==> src/rtl/dehaze_pkg.sv <==
// Shared constants and types for the dehazed-frame write path.
// The top-level module overrides the frame geometry through its own parameters.
package dehaze_pkg;

  localparam int IMG_W     = 640;
  localparam int IMG_H     = 480;
  localparam int ADDR_W    = 19;
  localparam int SKIP      = 8;
  localparam int FRAME_PIX = IMG_W * IMG_H;

  typedef struct packed {
    logic [7:0] r;
    logic [7:0] g;
    logic [7:0] b;
  } pixel_t;

  typedef enum logic [1:0] {
    IDLE,
    SKIPPING,
    WRITING,
    DONE
  } wr_state_e;

  // Packs a pixel into the RGB888 word layout used in the frame BRAM.
  function automatic logic [23:0] pixel_word(input pixel_t p);
    return {p.r, p.g, p.b};
  endfunction

endpackage

==> src/rtl/frame_addr_gen.sv <==
// Clear/increment counter with a terminal-count flag.
// Used both for the linear pixel address and for the pipeline-fill skip count.
module frame_addr_gen #(
  parameter int WIDTH = 19,
  parameter int TERM  = 0
) (
  input  logic             gen_clk,
  input  logic             rst,
  input  logic             clr,
  input  logic             inc,
  output logic [WIDTH-1:0] cnt,
  output logic             last
);

  localparam logic [WIDTH-1:0] TERM_V = WIDTH'(TERM);

  logic [WIDTH-1:0] cnt_reg;

  always_ff @(posedge gen_clk) begin
    if (rst || clr) begin
      cnt_reg <= '0;
    end else if (inc) begin
      cnt_reg <= cnt_reg + WIDTH'(1);
    end
  end

  assign cnt  = cnt_reg;
  assign last = (cnt_reg == TERM_V);

endmodule

==> src/rtl/dehaze_frame_writer.sv <==
// Captures one frame of restored RGB pixels into the output BRAM, dropping
// the restoration pipeline-fill beats, and reports a running 24-bit checksum.
module dehaze_frame_writer
  import dehaze_pkg::*;
#(
  parameter int IMG_W  = dehaze_pkg::IMG_W,
  parameter int IMG_H  = dehaze_pkg::IMG_H,
  parameter int ADDR_W = dehaze_pkg::ADDR_W,
  parameter int SKIP   = dehaze_pkg::SKIP
) (
  input  logic              gen_clk,
  input  logic              rst,
  input  logic              start,
  input  logic              in_valid,
  input  logic [7:0]        in_r,
  input  logic [7:0]        in_g,
  input  logic [7:0]        in_b,
  output logic              wr_en,
  output logic [ADDR_W-1:0] wr_addr,
  output logic [23:0]       wr_data,
  output logic              busy,
  output logic              frame_done,
  output logic [23:0]       checksum,
  output logic              err_drop
);

  localparam int FRAME_PIX = IMG_W * IMG_H;
  localparam int SKIP_W    = (SKIP > 1) ? $clog2(SKIP) : 1;

  wr_state_e         state_reg;
  logic              wr_en_reg;
  logic [ADDR_W-1:0] wr_addr_reg;
  logic [23:0]       wr_data_reg;
  logic              frame_done_reg;
  logic [23:0]       checksum_reg;
  logic              err_drop_reg;

  pixel_t            pix;
  logic [23:0]       pix_word;
  logic              arm;
  logic              skip_beat;
  logic              write_beat;
  logic [ADDR_W-1:0] pix_cnt;
  logic              pix_last;
  logic              skip_last;
  logic [SKIP_W-1:0] unused_skip_cnt;

  assign pix      = '{r: in_r, g: in_g, b: in_b};
  assign pix_word = pixel_word(pix);

  // start is only honoured between frames; while busy it is ignored.
  assign arm        = start && ((state_reg == IDLE) || (state_reg == DONE));
  assign skip_beat  = (state_reg == SKIPPING) && in_valid;
  assign write_beat = (state_reg == WRITING) && in_valid;

  frame_addr_gen #(
    .WIDTH(ADDR_W),
    .TERM (FRAME_PIX - 1)
  ) u_pix_cnt (
    .gen_clk(gen_clk),
    .rst    (rst),
    .clr    (arm),
    .inc    (write_beat),
    .cnt    (pix_cnt),
    .last   (pix_last)
  );

  generate
    if (SKIP > 0) begin : g_skip
      frame_addr_gen #(
        .WIDTH(SKIP_W),
        .TERM (SKIP - 1)
      ) u_skip_cnt (
        .gen_clk(gen_clk),
        .rst    (rst),
        .clr    (arm),
        .inc    (skip_beat),
        .cnt    (unused_skip_cnt),
        .last   (skip_last)
      );
    end else begin : g_no_skip
      assign unused_skip_cnt = '0;
      assign skip_last       = 1'b1;
    end
  endgenerate

  always_ff @(posedge gen_clk) begin
    if (rst) begin
      state_reg      <= IDLE;
      wr_en_reg      <= 1'b0;
      wr_addr_reg    <= '0;
      wr_data_reg    <= '0;
      frame_done_reg <= 1'b0;
      checksum_reg   <= '0;
      err_drop_reg   <= 1'b0;
    end else begin
      wr_en_reg      <= 1'b0;
      frame_done_reg <= 1'b0;
      case (state_reg)
        IDLE, DONE: begin
          if (start) begin
            state_reg    <= (SKIP > 0) ? SKIPPING : WRITING;
            checksum_reg <= '0;
            err_drop_reg <= 1'b0;
          end else if (in_valid) begin
            err_drop_reg <= 1'b1;
          end
        end
        SKIPPING: begin
          if (in_valid && skip_last) begin
            state_reg <= WRITING;
          end
        end
        WRITING: begin
          if (in_valid) begin
            wr_en_reg    <= 1'b1;
            wr_addr_reg  <= pix_cnt;
            wr_data_reg  <= pix_word;
            checksum_reg <= checksum_reg + pix_word;
            if (pix_last) begin
              frame_done_reg <= 1'b1;
              state_reg      <= DONE;
            end
          end
        end
        default: state_reg <= IDLE;
      endcase
    end
  end

  assign wr_en      = wr_en_reg;
  assign wr_addr    = wr_addr_reg;
  assign wr_data    = wr_data_reg;
  assign frame_done = frame_done_reg;
  assign checksum   = checksum_reg;
  assign err_drop   = err_drop_reg;
  assign busy       = (state_reg == SKIPPING) || (state_reg == WRITING);

endmodule

==> config.mk <==
export PLATFORM = sky130hd
export DESIGN_NAME = dehaze_frame_writer
export DESIGN_NICKNAME = d
export VERILOG_FILES = /design/src/rtl/dehaze_pkg.sv /design/src/rtl/frame_addr_gen.sv /design/src/rtl/dehaze_frame_writer.sv
export SDC_FILE = /design/constraint.sdc
export NUM_CORES = 1
export LEC_CHECK = 0
export CORE_AREA = 2 2 98 100
export CTS_CLUSTER_DIAMETER = 100
export DETAILED_ROUTE_END_ITERATION = 8
export DIE_AREA = 0 0 100 102
export GPL_ROUTABILITY_DRIVEN = 0
export MAX_ROUTING_LAYER = met4
export PLACE_DENSITY = 0.82
export SYNTH_ARGS = -nofsm -noshare
export SYNTH_HDL_FRONTEND = slang
export SYNTH_SLANG_ARGS = --single-unit
==> constraint.sdc <==
create_clock -name gen_clk -period 2.5 [get_ports gen_clk]
set_input_delay 0.25 -clock gen_clk [delete_from_list [all_inputs] [get_ports gen_clk]]
set_output_delay 0.25 -clock gen_clk [all_outputs]
set_load 0.02 [all_outputs]
# Yosys cells after proc, flatten, opt, wreduce, memory -nomap -nowiden
# Index checks and enable logic that the tools add are counted.
# word_totals
ff_bits	94
latchBits	0
mem_bits_rw	0
romBits	0
input_bits	28
output_inout_bits	71
word_cells	52
n_memories	0
# op_classes
add_sub_neg	3
n_mul	0
div	0
n_lt_le_gt_ge	0
n_eq_ne	9
shifts	0
n_mux	12
bitwise	2
reduce_logical	17
# ops
cell	n
24-bit two-way mux	2
24-bit case mux with 2 select lines	1
24-bit adder	1
19-bit by 1-bit adder with 19-bit output (second input constant)	1
19-bit equality test (second input constant)	1
2-bit two-way mux	4
2-bit != test (second input constant)	4
2-bit case mux with 3 select lines	1
2-bit equality test (second input constant)	2
1-bit logical AND	4
1-bit two-way mux	4
2-bit AND reduction	2
4-bit AND reduction	1
2-bit nonzero test	2
2-bit OR reduction	2
3-bit by 1-bit adder with 3-bit output (second input constant)	1
3-bit equality test (second input constant)	1
1-bit logical OR	3
3-bit AND reduction	1
3-bit OR reduction	1
2-bit by 1-bit equality test with 1-bit output (second input constant)	1
2-bit logical NOT	1
1-bit inverter	2

# Logic depth before layout (Yosys ltp)
# Gate-level depths: netlist (run 1).
# logic_depth
depth_word	4
ltp_mapped	10
mapped_depth_nobuf	9

# Hierarchy
# Synthesis (run 1) repeated with hierarchy kept, for this count alone.
# hier_totals
hier_cells	586
area_unflattened_um2	4725.8
# modules_own_cells
mod	n_inst	cells_per_inst	area_per_inst_um2	seq_area_each_um2
dehaze_frame_writer	1	468	3664.8	1441.4
frame_addr_gen (u_pix_cnt)	1	107	927.1	380.4
frame_addr_gen (g_skip.u_skip_cnt)	1	11	133.9	60.1

# Worst setup path after synthesis (run 1)
# OpenSTA, ideal clock, no wires.
# synth_path
path_type	register to register
start	reg checksum_reg[0] (netlist: checksum[0])
end	reg checksum_reg[10] (netlist: checksum[10])
setup_ns	0.129
t_arrival_ns	2.235
required_time_ns	2.371
slack_ns	0.136
stages_incl_launch_ff	10
n_path_buf	0
period_less_slack_ns	2.364
cell_sequence	dfxtp_1 > ha_1 > fa_1 > a21o_1 > a311o_1 > a31o_2 > a21oi_1 > o21ai_1 > xnor2_1 > o21ai_0
# synth_via
elab_chain_len	3
# synth_rtl
item	line	text
start, declared	dehaze_frame_writer.sv:35	logic [23:0] checksum_reg;
start signal, assigned	dehaze_frame_writer.sv:119	checksum_reg <= checksum_reg + pix_word;
24-bit adder	dehaze_frame_writer.sv:119	
24-bit two-way mux	dehaze_frame_writer.sv:115	if (in_valid) begin
24-bit case mux with 2 select lines	dehaze_frame_writer.sv:99	case (state_reg)
# No other way between the ends. The select of a mux whose other input is x is not followed.
# A chain may end at the register's enable or synchronous reset.

# Final worst setup path (run 1)
# layout_path
start	in in_b[1]
end	reg checksum_reg[21] (netlist: checksum[21])
# layout_via
elab_chain_len	3
# layout_rtl
item	line	text
start, declared	dehaze_frame_writer.sv:17	input logic [7:0] in_b,
24-bit adder	dehaze_frame_writer.sv:119	
24-bit two-way mux	dehaze_frame_writer.sv:115	
24-bit case mux with 2 select lines	dehaze_frame_writer.sv:99	
# No other way between the ends. The select of a mux whose other input is x is not followed.

==> results.sh, run 1 <==
export IMPL_peakVddDrop_mv=0.359
export IMPL_dr_total_vias=4464
export IMPL_synth_avg_cell_area_um2=8.04
export IMPL_synth_top_cell_area_share_pct=40.9
export IMPL_seq_area_mm2=0.00188
export IMPL_r2r_cells=8
export IMPL_port_buffers=98
export IMPL_fin_skew_ps=9.81
export IMPL_critPathRequiredTime_ps=2760
export IMPL_coreArea_mm2=0.00911
export IMPL_grt_pass1_vias=4468
export IMPL_yosys_area_top_type="dfxtp_1"
export IMPL_relSlewSlack_pct=52.3
export IMPL_die_area_mm2=0.0102
export IMPL_cp_max_fo=3
export IMPL_drive_gt1_share_pct=9.14
export IMPL_hold_path_class="primary input to flip-flop"
export IMPL_fin_crit_sh_pct=95.8
export IMPL_critPathArrivalTime_ps=2650
export IMPL_startpoint_type="primary input"
export IMPL_drv_cap=0
export IMPL_finalHoldWorstSlack_ps=224
export IMPL_syn_nets=629
export IMPL_final_fill_count=766
export IMPL_cts_root_buf="clkbuf_8"
export IMPL_cts_sinks=94
export IMPL_yosysWarnings=0
export IMPL_synth_most_common_cell="nand2_1"
export IMPL_r2r_end="checksum[21]"
export IMPL_syn_area_mm2=0.00460
export IMPL_multiInputGateArea_mm2=0.00260
export IMPL_drc_errors=0
export IMPL_synth_edff_count=0
export IMPL_min_to="checksum[1]"
export IMPL_synth_flop_cell="dfxtp_1"
export IMPL_grt_max_degree=48
export IMPL_setup_violations_final=0
export IMPL_utilization_pct=66.4
export IMPL_path_class="primary input to flip-flop"
export IMPL_cts_max_path_buffers=2
export IMPL_start_util_pct=50.5
export IMPL_dieHeight_um=102
export IMPL_r2r_start="checksum[1]"
export IMPL_tns_ps=0
export IMPL_dpl_hpwl_um=8570
export IMPL_hp_start="rst"
export IMPL_overflow=0
export IMPL_slew_violations=0
export IMPL_cts_resized=0
export IMPL_finalHoldViolCount=0
export IMPL_outcome="finished, final reports clean"
export IMPL_die_x_um=100
export IMPL_fmax_ghz=0.418
export IMPL_tightest_slew_ps=716
export IMPL_synth_area_leaders="dfxtp_1 (41%), nand2_1 (11%), a21oi_1 (8.5%), ha_1 (7.6%), xor2_1 (4.2%)"
export IMPL_synth_distinct_cells=53
export IMPL_syn_to_final_growth_pct=31.5
export IMPL_boundaryPins=99
export IMPL_wl_um=11800
export IMPL_ys_async_sr_fraction_pct=0
export IMPL_rsz0062_at_grt="yes"
export IMPL_drt_wirelength_per_cell_um=14.7
export IMPL_core_rowCount=35
export IMPL_r2r_slack_ps=110
export IMPL_whs_path_depth=2
export IMPL_drt_initial_drc_count=188
export IMPL_cts_buffers_inserted=9
export IMPL_route_antenna_remaining_nets=0
export IMPL_finalCriticalPeriod_ps=2390
export IMPL_ys_ff_latch=94
export IMPL_finalNetCount=741
export IMPL_antenna_found_initial=1
export IMPL_clk_pin_slew_ps=100
export IMPL_ys_seq_area_share_pct=40.9
export IMPL_powerDensity_mw_per_mm2=655
export IMPL_total_leakage_power_nw=2.32
export IMPL_dr_pass1_iters=5
export IMPL_grt_pass1_wl_um=20100
export IMPL_cts_max_level=3
export IMPL_grt_util_all_layers_pct=24.8
export IMPL_post_cts_setup_buffers=0
export IMPL_synthTopCellsByCount="nand2_1 (132), dfxtp_1 (94), a21oi_1 (78)"
export IMPL_cts_tree="yes"
export IMPL_viasPerCell=5.57
export IMPL_synthCells=572
export IMPL_cp_end_kind="flip-flop"
export IMPL_postCtsHoldBufs=0
export IMPL_insertion_delay_ps=370
critical path, cell delays in order:
cell and delay [ps]:
clkdlybuf4s50_1 490, ha_1 350, a211o_1 290, a211oi_2 180
and3b_2 250, o21ai_2 170, a2111oi_1 100, or3_1 310
a32o_1 250
logic make-up after synthesis:
| kind of cell | share of synthesized area (%) |
|---|---|
| buffers and inverters | 2.89 |
| and+or+nand+nor | 21.7 |
| muxes | 0.436 |
| DFF | 40.9 |
| adders and majority gates | 8.06 |
| xor gates and xnor gates | 6.48 |
| AOI/OAI and AO/OA | 19.5 |
cell type report:
cell class,instances,area share (%)
multi-input cells,443,43.0
flip-flops and latches,94,31.1
repair buffers,128,19.9
well taps,111,2.30
clock buffers,9,2.05
clock inverters,7,1.16
inverters,8,0.497
diodes,1,0.0414
power breakdown:
group,internal [mW],switching (mW),leakage [nW],total (mW)
Clock,0.385,0.603,0.0883,0.988
Combinational,0.525,0.775,1.47,1.30
Sequential,1.60,0.0737,0.759,1.67
worst max-delay path by stage:
stage,start,to,cells past startpoint
2_1_floorplan,checksum[0],checksum[10],9
3_3_place_gp,in_b[0],checksum[10],10
3_5_place_dp,in_b[0],checksum[10],10
4_1_cts,checksum[0],checksum[10],9
5_1_grt,checksum[1],checksum[21],8
6_report,in_b[1],checksum[21],9
layout by cell type, fill, tap and decap left out, types with 2 or more instances in the layout:
cell type / Yosys / routed
a211oi_1: 4 / 4
a21o_1: 12 / 12
a21oi_1: 78 / 77
a21oi_2: 1 / 2
a22oi_1: 7 / 7
a31o_2: 2 / 2
and2_1: 2 / 2
and3_1: 3 / 3
and4_1: 2 / 2
buf_4: 0 / 30
clkbuf_8: 0 / 9
clkdlybuf4s50_1: 0 / 97
clkinvlp_4: 0 / 3
dfxtp_1: 94 / 94
ha_1: 28 / 27
inv_1: 8 / 8
inv_8: 0 / 2
mux2i_1: 2 / 2
nand2_1: 132 / 131
nand2b_1: 2 / 2
nand3_1: 10 / 10
nand4_1: 14 / 14
nor2_1: 41 / 40
nor2b_1: 3 / 3
nor3_1: 4 / 4
o211ai_1: 2 / 2
o21a_1: 3 / 3
o21ai_0: 24 / 24
o21ai_1: 3 / 3
or2_2: 2 / 2
or3_1: 6 / 6
xnor2_1: 12 / 12
xor2_1: 22 / 22
layer usage:
metal | vias to the layer above | track usage (%) | routed length, um
met4 | 0 | 10.9 | 327
met3 | 30 | 3.63 | 579
li1 | 2207 | - | -
met2 | 155 | 42.0 | 5870
met5 | - | - | 0
met1 | 2072 | 29.6 | 5030
stage by stage:
stage | total power, mW | instances | instance area (um2) | setup WS (ps)
3_3_place_gp | 2.95 | 784 | 5840 | -235
3_5_place_dp | 2.99 | 784 | 5840 | -336
2_1_floorplan | 2.48 | 572 | 4600 | 136
4_1_cts | 3.97 | 800 | 6030 | 41.3
6_report | 3.96 | 801 | 6050 | 106
5_1_grt | 4.18 | 801 | 6050 | -6.08
Note: power is estimated with default switching activity, not from simulation.
==> run 2, diff against run 1 <==
--- a/config.mk
+++ b/config.mk
@@ -12,6 +12,8 @@
 export GPL_ROUTABILITY_DRIVEN = 0
 export MAX_ROUTING_LAYER = met4
 export PLACE_DENSITY = 0.82
+export SKIP_CTS_REPAIR_TIMING = 1
+export SLEW_MARGIN = 20
 export SYNTH_ARGS = -nofsm -noshare
 export SYNTH_HDL_FRONTEND = slang
 export SYNTH_SLANG_ARGS = --single-unit
==> results of run 2 <==
The final DEF is identical to that of run 1; final timing and power are the same.
==> run 3, diff against run 2 <==
--- a/config.mk
+++ b/config.mk
@@ -10,7 +10,6 @@
 export DETAILED_ROUTE_END_ITERATION = 8
 export DIE_AREA = 0 0 100 102
 export GPL_ROUTABILITY_DRIVEN = 0
-export MAX_ROUTING_LAYER = met4
 export PLACE_DENSITY = 0.82
 export SKIP_CTS_REPAIR_TIMING = 1
 export SLEW_MARGIN = 20
==> run 3 against run 2 <==
Net effect: sequential power hardly changed; cell area barely moved; global-route usage shrank 0.74 points; via count did not move; worst hold slack worse by 4.7 ps; first-iteration DRC count fell by 1.1%; largest power group unchanged.
==> results.sh, run 3 (synthesis results as in run 1) <==
export IMPL_wl_met2_um=5930
export IMPL_critPathRequiredTime_ps=2770
export IMPL_relSlewSlack_pct=51.3
export IMPL_cp_num_buf_inv=1
export IMPL_antenna_cells=0
export IMPL_core_rowCount=35
export IMPL_crit_slowest_cell="clkdlybuf4s50_1"
export IMPL_cts_buffers_inserted=9
export IMPL_cts_max_level=3
export IMPL_r2r_end="checksum[21]"
export IMPL_grt_util_all_layers_pct=24.1
export IMPL_r2r_slack_ps=120
export IMPL_drc_errors=0
export IMPL_route_antenna_remaining_nets=0
export IMPL_wl_met3_um=632
export IMPL_finalCriticalPeriod_ps=2380
export IMPL_cts_tree="yes"
export IMPL_drt_wirelength_per_cell_um=14.9
export IMPL_topRoutingLayerUsed="met5"
export IMPL_coreArea_mm2=0.00911
export IMPL_peakVddDrop_mv=0.360
export IMPL_total_leakage_power_nw=2.32
export IMPL_hold_path_class="primary input to flip-flop"
export IMPL_drive_gt1_share_pct=9.14
export IMPL_drt_initial_drc_count=186
export IMPL_startpoint="in_b[1]"
export IMPL_port_buffers=98
export IMPL_grt_pass1_wl_um=20100
export IMPL_outcome="finished, final reports clean"
export IMPL_antenna_found_initial=1
export IMPL_final_fill_count=767
export IMPL_cts_sinks=94
export IMPL_setup_violations_final=0
export IMPL_utilization_pct=66.3
export IMPL_fin_skew_ps=12.7
export IMPL_max_stage_delay_ps=490
export IMPL_grt_max_degree=48
export IMPL_fin_cells=800
export IMPL_die_x_um=100
export IMPL_critPathArrivalTime_ps=2650
export IMPL_powerDensity_mw_per_mm2=657
export IMPL_startpoint_type="primary input"
export IMPL_cp_max_fo=3
export IMPL_r2r_start="checksum[1]"
export IMPL_insertion_delay_ps=370
export IMPL_fmax_ghz=0.420
export IMPL_path_cells="clkdlybuf4s50_1 > ha_1 > a211o_1 > a211oi_2 > and3b_2 > o21ai_2 > a2111oi_1 > or3_1 > a32o_1"
export IMPL_syn_to_final_growth_pct=31.5
export IMPL_crit_end="checksum[21]"
export IMPL_dr_pass1_iters=5
export IMPL_die_area_mm2=0.0102
export IMPL_finalNetCount=741
export IMPL_m1WireLength_um=5000
export IMPL_rsz0062_at_grt="yes"
export IMPL_crit_family="compound AO/OA/AOI/OAI gates"
export IMPL_r2r_cells=8
export IMPL_path_depth=9
export IMPL_slew_violations=0
export IMPL_tightest_slew_ps=730
export IMPL_fin_crit_sh_pct=95.3
export IMPL_clk_pin_slew_ps=100
export IMPL_boundaryPins=99
export IMPL_cts_max_path_buffers=2
export IMPL_start_util_pct=50.5
export IMPL_cp_end_kind="flip-flop"
export IMPL_dpl_hpwl_um=8570
export IMPL_finalHoldViolCount=0
export IMPL_final_common_cell="nand2_1"
export IMPL_wl_um=11900
export IMPL_path_class="primary input to flip-flop"
export IMPL_finalHoldWorstSlack_ps=219
export IMPL_mostFrequentLayoutCells="nand2_1 (131), clkdlybuf4s50_1 (97), dfxtp_1 (94)"
export IMPL_dr_total_vias=4464
export IMPL_overflow=0
export IMPL_viasPerCell=5.58
export IMPL_grt_pass1_vias=4463
export IMPL_power_mw=3.97
export IMPL_cts_root_buf="clkbuf_8"
export IMPL_placed_cells_incl_taps=784
export IMPL_drv_cap=0
export IMPL_dieHeight_um=102
export IMPL_hp_start="rst"
## run 3: power by group
part           total, mW  switching [mW]  internal (mW)
Clock              0.998           0.612          0.385
Combinational       1.30           0.777          0.525
Sequential          1.67          0.0740           1.60
Total               3.97            1.46           2.51
## run 3: metal layers
metal	up-vias	GRT usage [%]
li1	2205	-
met1	2083	29.3
met2	145	42.0
met3	29	4.17
met4	2	10.9
met5	-	0
## run 3: metrics by stage
step	setup WS, ps	instance area [um2]	setup TNS [ps]
floorplan	136	4600	0
global route	-6.08	6040	-6.08
global placement	-235	5840	-1680
finish	118	6040	0
CTS	41.3	6030	0
detailed placement	-336	5840	-2620
## run 3: worst min-delay path by stage
stage / to / slack [ps] / depth (start not counted)
3_5_place_dp: wr_addr[9] / 450 / 2
3_3_place_gp: wr_data[11] / 440 / 2
6_report: checksum[1] / 220 / 2
2_1_floorplan: wr_data[0] / 390 / 2
4_1_cts: checksum[0] / 210 / 2
5_1_grt: wr_data[0] / 240 / 2
## run 3: final cells by class
cell class              count  area [um2]  area share [%]
clock inverters             7        70.1            1.16
well taps                 111         139            2.30
multi-input cells         443        2600            43.0
inverters                   8        30.0           0.497
clock buffers               9         124            2.05
repair buffers            128        1200            19.9
flip-flops and latches     94        1880            31.1
